**config.mk**
```make
export PLATFORM = sky130hd
export DESIGN_NAME = data_bus_ctrl_flat
export DESIGN_NICKNAME = d
export VERILOG_FILES = /design/src/rtl/data_bus_ctrl_if.sv /design/src/rtl/data_bus_ctrl.sv /design/src/flat_wrapper.sv
export SDC_FILE = /design/constraint.sdc
export NUM_CORES = 1
export LEC_CHECK = 0
export CAP_MARGIN = 5
export CORE_AREA = 2 2 162 164
export CTS_CLUSTER_SIZE = 16
export DETAILED_ROUTE_END_ITERATION = 10
export DIE_AREA = 0 0 164 166
export PLACE_DENSITY = 0.51
export SLEW_MARGIN = 20
export SYNTH_ARGS = -nofsm -noshare
export SYNTH_HDL_FRONTEND = slang
export SYNTH_SLANG_ARGS = --single-unit
```
**constraint.sdc**
```tcl
create_clock -name clk -period 2.05 [get_ports clk]
set_input_delay 0.41 -clock clk [delete_from_list [all_inputs] [get_ports clk]]
set_output_delay 0.41 -clock clk [all_outputs]
set_load 0.02 [all_outputs]
```
**src/rtl/data_bus_ctrl_if.sv**
```systemverilog
// Bundle of the two master request ports and the d_mem / I/O slave ports around data_bus_ctrl.
// "slave" is the controller's view; "master" is the surrounding system (requesters and memories).
interface data_bus_ctrl_if;
    logic        m0_req,    m1_req;
    logic [31:0] m0_addr,   m1_addr;
    logic        m0_we,     m1_we;
    logic [31:0] m0_wdata,  m1_wdata;
    logic [3:0]  m0_mask,   m1_mask;
    logic        m0_gnt,    m1_gnt;
    logic        m0_rvalid, m1_rvalid;
    logic [31:0] m0_rdata,  m1_rdata;
    logic        m0_err,    m1_err;

    logic [31:0] dmem_addr,  io_addr;
    logic [31:0] dmem_wdata, io_wdata;
    logic [3:0]  dmem_mask,  io_mask;
    logic        dmem_we, dmem_re, io_we, io_re;
    logic [31:0] dmem_rdata, io_rdata;

    modport slave (
        input  m0_req, m1_req, m0_addr, m1_addr, m0_we, m1_we,
        input  m0_wdata, m1_wdata, m0_mask, m1_mask,
        output m0_gnt, m1_gnt, m0_rvalid, m1_rvalid,
        output m0_rdata, m1_rdata, m0_err, m1_err,
        output dmem_addr, io_addr, dmem_wdata, io_wdata, dmem_mask, io_mask,
        output dmem_we, dmem_re, io_we, io_re,
        input  dmem_rdata, io_rdata
    );

    modport master (
        output m0_req, m1_req, m0_addr, m1_addr, m0_we, m1_we,
        output m0_wdata, m1_wdata, m0_mask, m1_mask,
        input  m0_gnt, m1_gnt, m0_rvalid, m1_rvalid,
        input  m0_rdata, m1_rdata, m0_err, m1_err,
        input  dmem_addr, io_addr, dmem_wdata, io_wdata, dmem_mask, io_mask,
        input  dmem_we, dmem_re, io_we, io_re,
        output dmem_rdata, io_rdata
    );
endinterface

```
**src/rtl/data_bus_ctrl.sv**
```systemverilog
// Two-master data bus controller: round-robin arbitration, d_mem/I/O address decode with
// unmapped-access errors, and a registered one-cycle read response path back to the requester.
module data_bus_ctrl #(
    parameter logic [31:0] DMEM_BASE  = 32'h0000_0000,
    parameter logic [31:0] DMEM_BYTES = 32'd2048,
    parameter logic [31:0] IO_BASE    = 32'h8000_0000,
    parameter logic [31:0] IO_BYTES   = 32'd256
) (
    input  logic             clk,
    input  logic             rstn,
    data_bus_ctrl_if.slave   bus
);

    typedef enum logic [1:0] {
        SRC_NONE = 2'd0,
        SRC_DMEM = 2'd1,
        SRC_IO   = 2'd2
    } resp_src_e;

    logic        r_rr_last;
    logic        r_resp_valid;
    logic        r_resp_id;
    resp_src_e   r_resp_src;

    logic [1:0]  w_req;
    logic [1:0]  w_gnt;
    logic        w_any_gnt;
    logic        w_sel;

    logic [31:0] w_m_addr  [2];
    logic [31:0] w_m_wdata [2];
    logic [3:0]  w_m_mask  [2];
    logic [1:0]  w_m_we;

    logic [31:0] w_addr;
    logic [31:0] w_wdata;
    logic [3:0]  w_mask;
    logic        w_we;

    logic [31:0] w_dmem_off;
    logic [31:0] w_io_off;
    logic        w_hit_dmem;
    logic        w_hit_io;
    resp_src_e   w_src;

    logic [31:0] w_resp_rdata;
    logic        w_resp_err;
    logic [1:0]  w_rvalid;
    logic [31:0] w_rdata [2];
    logic [1:0]  w_err;

    // Requests are masked by reset so grants and strobes stay low while rstn is asserted.
    assign w_req[0]     = bus.m0_req & rstn;
    assign w_req[1]     = bus.m1_req & rstn;
    assign w_m_addr[0]  = bus.m0_addr;
    assign w_m_addr[1]  = bus.m1_addr;
    assign w_m_wdata[0] = bus.m0_wdata;
    assign w_m_wdata[1] = bus.m1_wdata;
    assign w_m_mask[0]  = bus.m0_mask;
    assign w_m_mask[1]  = bus.m1_mask;
    assign w_m_we[0]    = bus.m0_we;
    assign w_m_we[1]    = bus.m1_we;

    // Under contention the master that was not granted last wins.
    always_comb begin
        w_gnt = 2'b00;
        if (w_req[0] && w_req[1]) begin
            if (r_rr_last) w_gnt = 2'b01;
            else           w_gnt = 2'b10;
        end else begin
            w_gnt = w_req;
        end
    end

    assign w_any_gnt = |w_gnt;
    assign w_sel     = w_gnt[1];

    assign w_addr  = w_m_addr[w_sel];
    assign w_wdata = w_m_wdata[w_sel];
    assign w_mask  = w_m_mask[w_sel];
    assign w_we    = w_m_we[w_sel];

    // Offset-then-compare makes addresses below a base wrap to large values and miss.
    assign w_dmem_off = w_addr - DMEM_BASE;
    assign w_io_off   = w_addr - IO_BASE;
    assign w_hit_dmem = (w_dmem_off < DMEM_BYTES);
    assign w_hit_io   = (w_io_off < IO_BYTES) && !w_hit_dmem;

    always_comb begin
        w_src = SRC_NONE;
        if (w_hit_dmem)    w_src = SRC_DMEM;
        else if (w_hit_io) w_src = SRC_IO;
    end

    assign bus.m0_gnt = w_gnt[0];
    assign bus.m1_gnt = w_gnt[1];

    assign bus.dmem_addr  = w_addr;
    assign bus.dmem_wdata = w_wdata;
    assign bus.dmem_mask  = w_mask;
    assign bus.io_addr    = w_addr;
    assign bus.io_wdata   = w_wdata;
    assign bus.io_mask    = w_mask;

    assign bus.dmem_we = w_any_gnt & w_hit_dmem &  w_we;
    assign bus.dmem_re = w_any_gnt & w_hit_dmem & !w_we;
    assign bus.io_we   = w_any_gnt & w_hit_io   &  w_we;
    assign bus.io_re   = w_any_gnt & w_hit_io   & !w_we;

    always_ff @(posedge clk or negedge rstn) begin
        if (!rstn) begin
            r_rr_last <= 1'b1;
        end else if (w_any_gnt) begin
            r_rr_last <= w_sel;
        end
    end

    // Every granted read, mapped or not, earns exactly one response on the next cycle.
    always_ff @(posedge clk or negedge rstn) begin
        if (!rstn) begin
            r_resp_valid <= 1'b0;
            r_resp_id    <= 1'b0;
            r_resp_src   <= SRC_NONE;
        end else begin
            r_resp_valid <= w_any_gnt & !w_we;
            r_resp_id    <= w_sel;
            r_resp_src   <= w_src;
        end
    end

    always_comb begin
        w_resp_rdata = 32'h0;
        w_resp_err   = 1'b0;
        case (r_resp_src)
            SRC_DMEM: w_resp_rdata = bus.dmem_rdata;
            SRC_IO:   w_resp_rdata = bus.io_rdata;
            default:  w_resp_err   = 1'b1;
        endcase
    end

    generate
        for (genvar gi = 0; gi < 2; gi++) begin : g_resp
            assign w_rvalid[gi] = r_resp_valid && (r_resp_id == 1'(gi));
            assign w_rdata[gi]  = w_rvalid[gi] ? w_resp_rdata : 32'h0;
            assign w_err[gi]    = w_rvalid[gi] & w_resp_err;
        end
    endgenerate

    assign bus.m0_rvalid = w_rvalid[0];
    assign bus.m1_rvalid = w_rvalid[1];
    assign bus.m0_rdata  = w_rdata[0];
    assign bus.m1_rdata  = w_rdata[1];
    assign bus.m0_err    = w_err[0];
    assign bus.m1_err    = w_err[1];

endmodule

```
**src/flat_wrapper.sv**
```systemverilog
// flat-port wrapper written by rule: the top's interface ports become plain ports
module data_bus_ctrl_flat 
#(
    parameter logic [31:0] DMEM_BASE  = 32'h0000_0000,
    parameter logic [31:0] DMEM_BYTES = 32'd2048,
    parameter logic [31:0] IO_BASE    = 32'h8000_0000,
    parameter logic [31:0] IO_BYTES   = 32'd256
)
  (clk, rstn, bus_m0_req, bus_m1_req, bus_m0_addr, bus_m1_addr, bus_m0_we, bus_m1_we, bus_m0_wdata, bus_m1_wdata, bus_m0_mask, bus_m1_mask, bus_m0_gnt, bus_m1_gnt, bus_m0_rvalid, bus_m1_rvalid, bus_m0_rdata, bus_m1_rdata, bus_m0_err, bus_m1_err, bus_dmem_addr, bus_io_addr, bus_dmem_wdata, bus_io_wdata, bus_dmem_mask, bus_io_mask, bus_dmem_we, bus_dmem_re, bus_io_we, bus_io_re, bus_dmem_rdata, bus_io_rdata);
  data_bus_ctrl_if bus_i ();
  input  logic clk;
  input  logic rstn;
  input wire logic [$bits(bus_i.m0_req)-1:0] bus_m0_req;
  input wire logic [$bits(bus_i.m1_req)-1:0] bus_m1_req;
  input wire logic [$bits(bus_i.m0_addr)-1:0] bus_m0_addr;
  input wire logic [$bits(bus_i.m1_addr)-1:0] bus_m1_addr;
  input wire logic [$bits(bus_i.m0_we)-1:0] bus_m0_we;
  input wire logic [$bits(bus_i.m1_we)-1:0] bus_m1_we;
  input wire logic [$bits(bus_i.m0_wdata)-1:0] bus_m0_wdata;
  input wire logic [$bits(bus_i.m1_wdata)-1:0] bus_m1_wdata;
  input wire logic [$bits(bus_i.m0_mask)-1:0] bus_m0_mask;
  input wire logic [$bits(bus_i.m1_mask)-1:0] bus_m1_mask;
  output wire logic [$bits(bus_i.m0_gnt)-1:0] bus_m0_gnt;
  output wire logic [$bits(bus_i.m1_gnt)-1:0] bus_m1_gnt;
  output wire logic [$bits(bus_i.m0_rvalid)-1:0] bus_m0_rvalid;
  output wire logic [$bits(bus_i.m1_rvalid)-1:0] bus_m1_rvalid;
  output wire logic [$bits(bus_i.m0_rdata)-1:0] bus_m0_rdata;
  output wire logic [$bits(bus_i.m1_rdata)-1:0] bus_m1_rdata;
  output wire logic [$bits(bus_i.m0_err)-1:0] bus_m0_err;
  output wire logic [$bits(bus_i.m1_err)-1:0] bus_m1_err;
  output wire logic [$bits(bus_i.dmem_addr)-1:0] bus_dmem_addr;
  output wire logic [$bits(bus_i.io_addr)-1:0] bus_io_addr;
  output wire logic [$bits(bus_i.dmem_wdata)-1:0] bus_dmem_wdata;
  output wire logic [$bits(bus_i.io_wdata)-1:0] bus_io_wdata;
  output wire logic [$bits(bus_i.dmem_mask)-1:0] bus_dmem_mask;
  output wire logic [$bits(bus_i.io_mask)-1:0] bus_io_mask;
  output wire logic [$bits(bus_i.dmem_we)-1:0] bus_dmem_we;
  output wire logic [$bits(bus_i.dmem_re)-1:0] bus_dmem_re;
  output wire logic [$bits(bus_i.io_we)-1:0] bus_io_we;
  output wire logic [$bits(bus_i.io_re)-1:0] bus_io_re;
  input wire logic [$bits(bus_i.dmem_rdata)-1:0] bus_dmem_rdata;
  input wire logic [$bits(bus_i.io_rdata)-1:0] bus_io_rdata;
  assign bus_i.m0_req = bus_m0_req;
  assign bus_i.m1_req = bus_m1_req;
  assign bus_i.m0_addr = bus_m0_addr;
  assign bus_i.m1_addr = bus_m1_addr;
  assign bus_i.m0_we = bus_m0_we;
  assign bus_i.m1_we = bus_m1_we;
  assign bus_i.m0_wdata = bus_m0_wdata;
  assign bus_i.m1_wdata = bus_m1_wdata;
  assign bus_i.m0_mask = bus_m0_mask;
  assign bus_i.m1_mask = bus_m1_mask;
  assign bus_m0_gnt = bus_i.m0_gnt;
  assign bus_m1_gnt = bus_i.m1_gnt;
  assign bus_m0_rvalid = bus_i.m0_rvalid;
  assign bus_m1_rvalid = bus_i.m1_rvalid;
  assign bus_m0_rdata = bus_i.m0_rdata;
  assign bus_m1_rdata = bus_i.m1_rdata;
  assign bus_m0_err = bus_i.m0_err;
  assign bus_m1_err = bus_i.m1_err;
  assign bus_dmem_addr = bus_i.dmem_addr;
  assign bus_io_addr = bus_i.io_addr;
  assign bus_dmem_wdata = bus_i.dmem_wdata;
  assign bus_io_wdata = bus_i.io_wdata;
  assign bus_dmem_mask = bus_i.dmem_mask;
  assign bus_io_mask = bus_i.io_mask;
  assign bus_dmem_we = bus_i.dmem_we;
  assign bus_dmem_re = bus_i.dmem_re;
  assign bus_io_we = bus_i.io_we;
  assign bus_io_re = bus_i.io_re;
  assign bus_i.dmem_rdata = bus_dmem_rdata;
  assign bus_i.io_rdata = bus_io_rdata;
  data_bus_ctrl #(.DMEM_BASE(DMEM_BASE), .DMEM_BYTES(DMEM_BYTES), .IO_BASE(IO_BASE), .IO_BYTES(IO_BYTES)) u_core (.clk(clk), .rstn(rstn), .bus(bus_i));
endmodule
```
# ---- Word-level counts from Yosys, hierarchy flattened
# Cells that the tools add are included.
dict set report totals {
  regBits 5
  input_bits 206
  out_inout_bits 210
  wordCells 51
}
dict set report classes {
  addsub 1
  order_cmp 4
  eq_ne 2
  muxes 19
  bitwise 13
  n_reduce_logical 8
}
# op n
set op_table {}
lappend op_table {{2-to-1 mux 32 bit} 8}
lappend op_table {{one-hot mux 32 bit (2 select lines)} 1}
lappend op_table {{less-than comparator 32 x 12 -> 1 bit, second input constant} 1}
lappend op_table {{less-than comparator 32 x 9 -> 1 bit, second input constant} 1}
lappend op_table {{subtractor 32 bit, second input constant} 1}
lappend op_table {{2-to-1 mux 4 bit} 3}
lappend op_table {{AND 1 bit} 11}
lappend op_table {{2-to-1 mux 2 bit} 4}
lappend op_table {{logical AND 1 bit} 4}
lappend op_table {{OR reduction 2 bit} 2}
lappend op_table {{2-to-1 mux 1 bit} 3}
lappend op_table {{== test 2 x 1 -> 1 bit, second input constant} 1}
lappend op_table {{== test 2 bit, second input constant} 1}
lappend op_table {{>= comparator 2 bit, second input constant} 1}
lappend op_table {{logical NOT 1 bit} 2}
lappend op_table {{less-than comparator 1 x 2 -> 1 bit, second input constant} 1}
lappend op_table {{NOT 1 -> 2 bit} 1}
lappend op_table {{NOT 1 bit} 1}

# ---- Depth between registers and ports, before layout
dict set report depth {
  ltp_word 12
  ltp_mapped 8
  depth_no_buf 5
}

# ---- Worst setup path before layout
# OpenSTA, ideal clock, no wires.
dict set report synth_timing {
  path_type {in2out}
  from {input bus_m0_addr[13]}
  to {output bus_dmem_re}
  arrival_time_ns 1.857
  required_time_ns 1.640
  slack_ns -0.217
  cell_stages 4
  n_path_buf 0
  path_cell_list {or4_4 > a311oi_2 > o221ai_2 > nor3_1}
}
dict set report synth_via {
  elab_chain_len 6
}
# item line
set synth_lines {}
lappend synth_lines {{from (decl)} flat_wrapper.sv:15} ;# input wire logic [$bits(bus_i.m0_addr)-1:0] bus_m0_addr;
lappend synth_lines {{2-to-1 mux 32 bit (not written as such) (3 in series)} data_bus_ctrl.sv:78} ;# assign w_addr = w_m_addr[w_sel];
lappend synth_lines {{less-than comparator 32 x 12 -> 1 bit} data_bus_ctrl.sv:86} ;# assign w_hit_dmem = (w_dmem_off < DMEM_BYTES);
lappend synth_lines {{AND 1 bit (2 in series)} data_bus_ctrl.sv:106} ;# assign bus.dmem_re = w_any_gnt & w_hit_dmem & !w_we;
lappend synth_lines {{to (decl)} flat_wrapper.sv:38} ;# output wire logic [$bits(bus_i.dmem_re)-1:0] bus_dmem_re;
# Every way passes these cells. The select of a mux whose other input is x is not followed.

# ---- Final worst setup path
dict set report layout_timing {
  from {input bus_m1_addr[18]}
  to {output bus_dmem_re}
}
dict set report layout_via {
  elab_chain_len 6
}
# item line
set layout_lines {}
lappend layout_lines {{from (decl)} flat_wrapper.sv:16} ;# input wire logic [$bits(bus_i.m1_addr)-1:0] bus_m1_addr;
lappend layout_lines {{2-to-1 mux 32 bit (not written as such) (3 in series)} data_bus_ctrl.sv:78}
lappend layout_lines {{less-than comparator 32 x 12 -> 1 bit} data_bus_ctrl.sv:86}
lappend layout_lines {{AND 1 bit (2 in series)} data_bus_ctrl.sv:106}
# Every way passes these cells. The select of a mux whose other input is x is not followed.

==> flow_results.xml <==
<?xml version="1.0" encoding="UTF-8"?>
<metrics>
  <group name="sta">
    <metric name="timing.final.hold_violations" unit="">0</metric>
    <metric name="final.setup.worst_slack" unit="ns">-0.321</metric>
    <metric name="finalCritPeriodShare" unit="">1.16</metric>
    <metric name="grt_setup_unrepaired" unit="">true</metric>
    <metric name="setup-tns-final" unit="ns">-7.57</metric>
    <metric name="finalClockSkew" unit="ns">0.00324</metric>
    <metric name="final_setup_viols" unit="">128</metric>
    <metric name="max-slew-margin-rel" unit="">0.781</metric>
    <metric name="worst-slew-pin-transition" unit="ns">0.329</metric>
    <metric name="slew_limit_fails" unit="">0</metric>
    <metric name="fin_crit" unit="ns">2.37</metric>
    <metric name="maxClockFrequency" unit="MHz">422</metric>
  </group>
  <group name="setup_path">
    <metric name="crit_path_max_fanout" unit="">5</metric>
    <metric name="cp-start-kind" unit="">input pin</metric>
    <metric name="reg2reg_setup_slack" unit="ns">0.32</metric>
    <metric name="setup.worst_path.class" unit="">in2out</metric>
    <metric name="critical_path_arrival" unit="ns">1.96</metric>
    <metric name="kind_of_capture_point_of_the_worst_setup_path" unit="">primary output</metric>
    <metric name="critical_path.startpoint" unit="">bus_m1_addr[18]</metric>
    <metric name="worst-r2r-cell-count" unit="">7</metric>
    <metric name="critical_path_required" unit="ns">1.64</metric>
    <metric name="critical_path.reg2reg.startpoint" unit="">u_core.r_rr_last</metric>
  </group>
  <group name="min_path">
    <metric name="worst_hold_path_type" unit="">in2async</metric>
  </group>
  <group name="placement">
    <metric name="io_buffer_count" unit="">415</metric>
    <metric name="preCtsSetupSlack" unit="ns">-0.756</metric>
    <metric name="dpl.cell_count" unit="">1161</metric>
    <metric name="gp_congestion" unit="">0.790</metric>
    <metric name="detailedPlacementHpwl" unit="um">15800</metric>
  </group>
  <group name="global_route">
    <metric name="largest_net_degree_at_the_start_of_global_routing" unit="">33</metric>
    <metric name="global_route.usage.total" unit="">0.135</metric>
    <metric name="grt_antenna_before_repair" unit="">2</metric>
    <metric name="grt_overflow" unit="">0</metric>
    <metric name="vias_in_the_first_global_route" unit="">4717</metric>
    <metric name="grt_pass1_wl" unit="um">28100</metric>
  </group>
  <group name="clock_tree">
    <metric name="h-tree-depth" unit="">1</metric>
    <metric name="cts_buffers" unit="">3</metric>
    <metric name="clockBufferDepth" unit="">2</metric>
    <metric name="clock_tree_from_tritoncts" unit="">done</metric>
    <metric name="worst_setup_hold_path_clk_slew" unit="ns">0.03</metric>
    <metric name="clock_sinks" unit="">5</metric>
    <metric name="cts_root_buffer" unit="">sky130_fd_sc_hd__clkbuf_16</metric>
    <metric name="clock_network_latency_to_the_later_pin_of_the_worst_skew_pair" unit="ns">0.23</metric>
  </group>
  <group name="die">
    <metric name="core_region_area" unit="sq mm">0.0256</metric>
    <metric name="initial_utilization" unit="">0.0916</metric>
    <metric name="die_h" unit="um">166</metric>
    <metric name="fp.dieW" unit="um">164</metric>
    <metric name="ioPinCount" unit="">416</metric>
    <metric name="die_area" unit="sq mm">0.0272</metric>
    <metric name="row_count" unit="">59</metric>
  </group>
  <group name="outcome">
    <metric name="run_status" unit="">finished with violations</metric>
    <metric name="violations" unit="">negative setup slack</metric>
  </group>
  <group name="layout">
    <metric name="area_of_the_multi_input_gates" unit="sq mm">0.00289</metric>
    <metric name="layout-drive-gt1-share" unit="">0.631</metric>
    <metric name="seq_area" unit="sq um">126</metric>
    <metric name="stdcell_count" unit="">1216</metric>
    <metric name="fin_util" unit="">0.345</metric>
    <metric name="filler_cell_count" unit="">2705</metric>
    <metric name="nNetsFinal" unit="">1089</metric>
    <metric name="areaGrowthSynthToFinish" unit="%">277</metric>
  </group>
  <group name="synthesis">
    <metric name="synth_edf_count" unit="">0</metric>
    <metric name="synth.top_cells.by_area" unit="">sky130_fd_sc_hd__nand2_1, sky130_fd_sc_hd__buf_4, sky130_fd_sc_hd__a22oi_1</metric>
    <metric name="synth.avg_cell_area" unit="sq um">5.21</metric>
    <metric name="yosys.area.top_type" unit="">sky130_fd_sc_hd__nand2_1</metric>
    <metric name="synth.net_count" unit="">658</metric>
    <metric name="async_s_r_ff_share_synth" unit="">1.00</metric>
    <metric name="synth_top_area_frac" unit="">0.330</metric>
    <metric name="yosys_warnings" unit="">0</metric>
    <metric name="synthesis.instances" unit="">450</metric>
    <metric name="syn_area" unit="sq mm">0.00235</metric>
    <metric name="netlist_top_cells_count" unit="">sky130_fd_sc_hd__nand2_1, sky130_fd_sc_hd__buf_4, sky130_fd_sc_hd__nor2_1</metric>
    <metric name="synth_seq_area_share" unit="">0.0539</metric>
    <metric name="ys_ff_latch" unit="">5</metric>
    <metric name="yosys_most_used_dff" unit="">sky130_fd_sc_hd__dfrtp_1</metric>
    <metric name="synthDistinctLibCells" unit="">31</metric>
    <metric name="synthMostInstantiatedCell" unit="">sky130_fd_sc_hd__nand2_1</metric>
  </group>
  <group name="detailed_routing">
    <metric name="first_pass_iters" unit="">4</metric>
    <metric name="antenna_violating_nets_post_route" unit="">0</metric>
    <metric name="dr_total_vias" unit="">4624</metric>
    <metric name="wirelength" unit="um">21400</metric>
    <metric name="initialDrtViolationCount" unit="">92</metric>
    <metric name="detail_route.wl_per_cell" unit="um">17.6</metric>
    <metric name="drcViolationCount" unit="">0</metric>
    <metric name="route.detailed.vias_per_inst" unit="">3.80</metric>
  </group>
  <group name="power_and_ir_drop">
    <metric name="p_leak" unit="nW">4.22</metric>
    <metric name="report.power.total" unit="mW">2.66</metric>
    <metric name="p_per_area" unit="mW/mm^2">300</metric>
    <metric name="max-vdd-ir-drop" unit="uV">189</metric>
  </group>
  <group name="job">
    <metric name="max-cap-violations" unit="">0</metric>
  </group>
</metrics>
area by class of cell:
class	instances	area share
timing repair buffer	520	0.598
multi-input combinational	344	0.327
tap	335	0.0474
sequential	5	0.0143
clock buffer	4	0.00891
inverter	7	0.00481
antenna	1	0.000283
through the flow:
step | hold slack [ns] | instance area [sq um]
after floorplan | 0.114 | 2420
after global placement | 0.606 | 6880
after detailed placement | 0.618 | 6880
after CTS | 0.241 | 7430
after global routing | 0.255 | 8850
final | 0.244 | 8850
layout by cell type, fill, tap and decap left out, types with 2 or more instances in the layout:
| master | count |
|---|---|
| sky130_fd_sc_hd__nor2_1 | 62 |
| sky130_fd_sc_hd__buf_8 | 11 |
| sky130_fd_sc_hd__buf_6 | 155 |
| sky130_fd_sc_hd__buf_2 | 72 |
| sky130_fd_sc_hd__nor2_2 | 3 |
| sky130_fd_sc_hd__nor3_4 | 4 |
| sky130_fd_sc_hd__dfrtp_1 | 4 |
| sky130_fd_sc_hd__nand2_4 | 117 |
| sky130_fd_sc_hd__buf_16 | 6 |
| sky130_fd_sc_hd__inv_1 | 4 |
| sky130_fd_sc_hd__inv_2 | 2 |
| sky130_fd_sc_hd__and2_1 | 3 |
| sky130_fd_sc_hd__buf_12 | 14 |
| sky130_fd_sc_hd__nor4_1 | 2 |
| sky130_fd_sc_hd__or4b_4 | 2 |
| sky130_fd_sc_hd__clkdlybuf4s15_1 | 7 |
| sky130_fd_sc_hd__nor4_2 | 3 |
| sky130_fd_sc_hd__o21ai_0 | 2 |
| sky130_fd_sc_hd__clkdlybuf4s50_1 | 169 |
| sky130_fd_sc_hd__dlygate4sd2_1 | 9 |
| sky130_fd_sc_hd__nand2_2 | 36 |
| sky130_fd_sc_hd__clkdlybuf4s15_2 | 3 |
| sky130_fd_sc_hd__nor3_2 | 2 |
| sky130_fd_sc_hd__clkbuf_16 | 11 |
| sky130_fd_sc_hd__nand2_1 | 53 |
| sky130_fd_sc_hd__a22oi_2 | 32 |
| sky130_fd_sc_hd__ha_4 | 2 |
| sky130_fd_sc_hd__or4_4 | 5 |
| sky130_fd_sc_hd__clkbuf_2 | 2 |
| sky130_fd_sc_hd__buf_4 | 63 |
critical path: stages:
cell                              delay (ns)
sky130_fd_sc_hd__clkdlybuf4s15_1        0.22
sky130_fd_sc_hd__or4_4                  0.57
sky130_fd_sc_hd__o31a_4                 0.42
sky130_fd_sc_hd__nor3_4                 0.19
sky130_fd_sc_hd__buf_6                  0.14
power breakdown:
group | internal [mW] | switching (mW)
Sequential | 0.109 | 0.00681
Combinational | 1.17 | 1.05
Clock | 0.258 | 0.0618
repair_timing:
item,CTS,global route
pin swaps,43,116
buffers inserted,23,21
setup endpoints to repair,210,192
cloned,6,8
hold buffers,0,0
gates resized for setup,1191,377
path summary, 6_finish.rpt:
check,endpoint
min,u_core.r_resp_id
max,bus_dmem_re
min reg2reg,u_core.r_rr_last
max in group asynchronous,u_core.r_rr_last
min in group clk,u_core.r_rr_last
max reg2reg,u_core.r_resp_src[0]
kinds of logic after synthesis:
kind of cell	after synthesis	share of synthesized area
simple gates	299	0.521
mux	1	0.00427
flops	5	0.0539
buf+inv	101	0.272
compound gates	42	0.138
fa+ha+maj	2	0.0107
routing by layer:
layer / track usage / vias up / share of wire
li1: - / 2245 / -
met1: 0.154 / 2122 / 0.37
met2: 0.263 / 247 / 0.54
met3: 0.0272 / 8 / 0.081
met4: 0.0149 / 2 / 0.0050
met5: 0 / - / 0.00061
sequential cells by signal, indices dropped and copies added, names as in the netlist:
name	flops
u_core.r_resp_valid	1
u_core.r_resp_src	2
u_core.r_rr_last	1
u_core.r_resp_id	1
No activity file was read; power rests on OpenSTA's default activity.
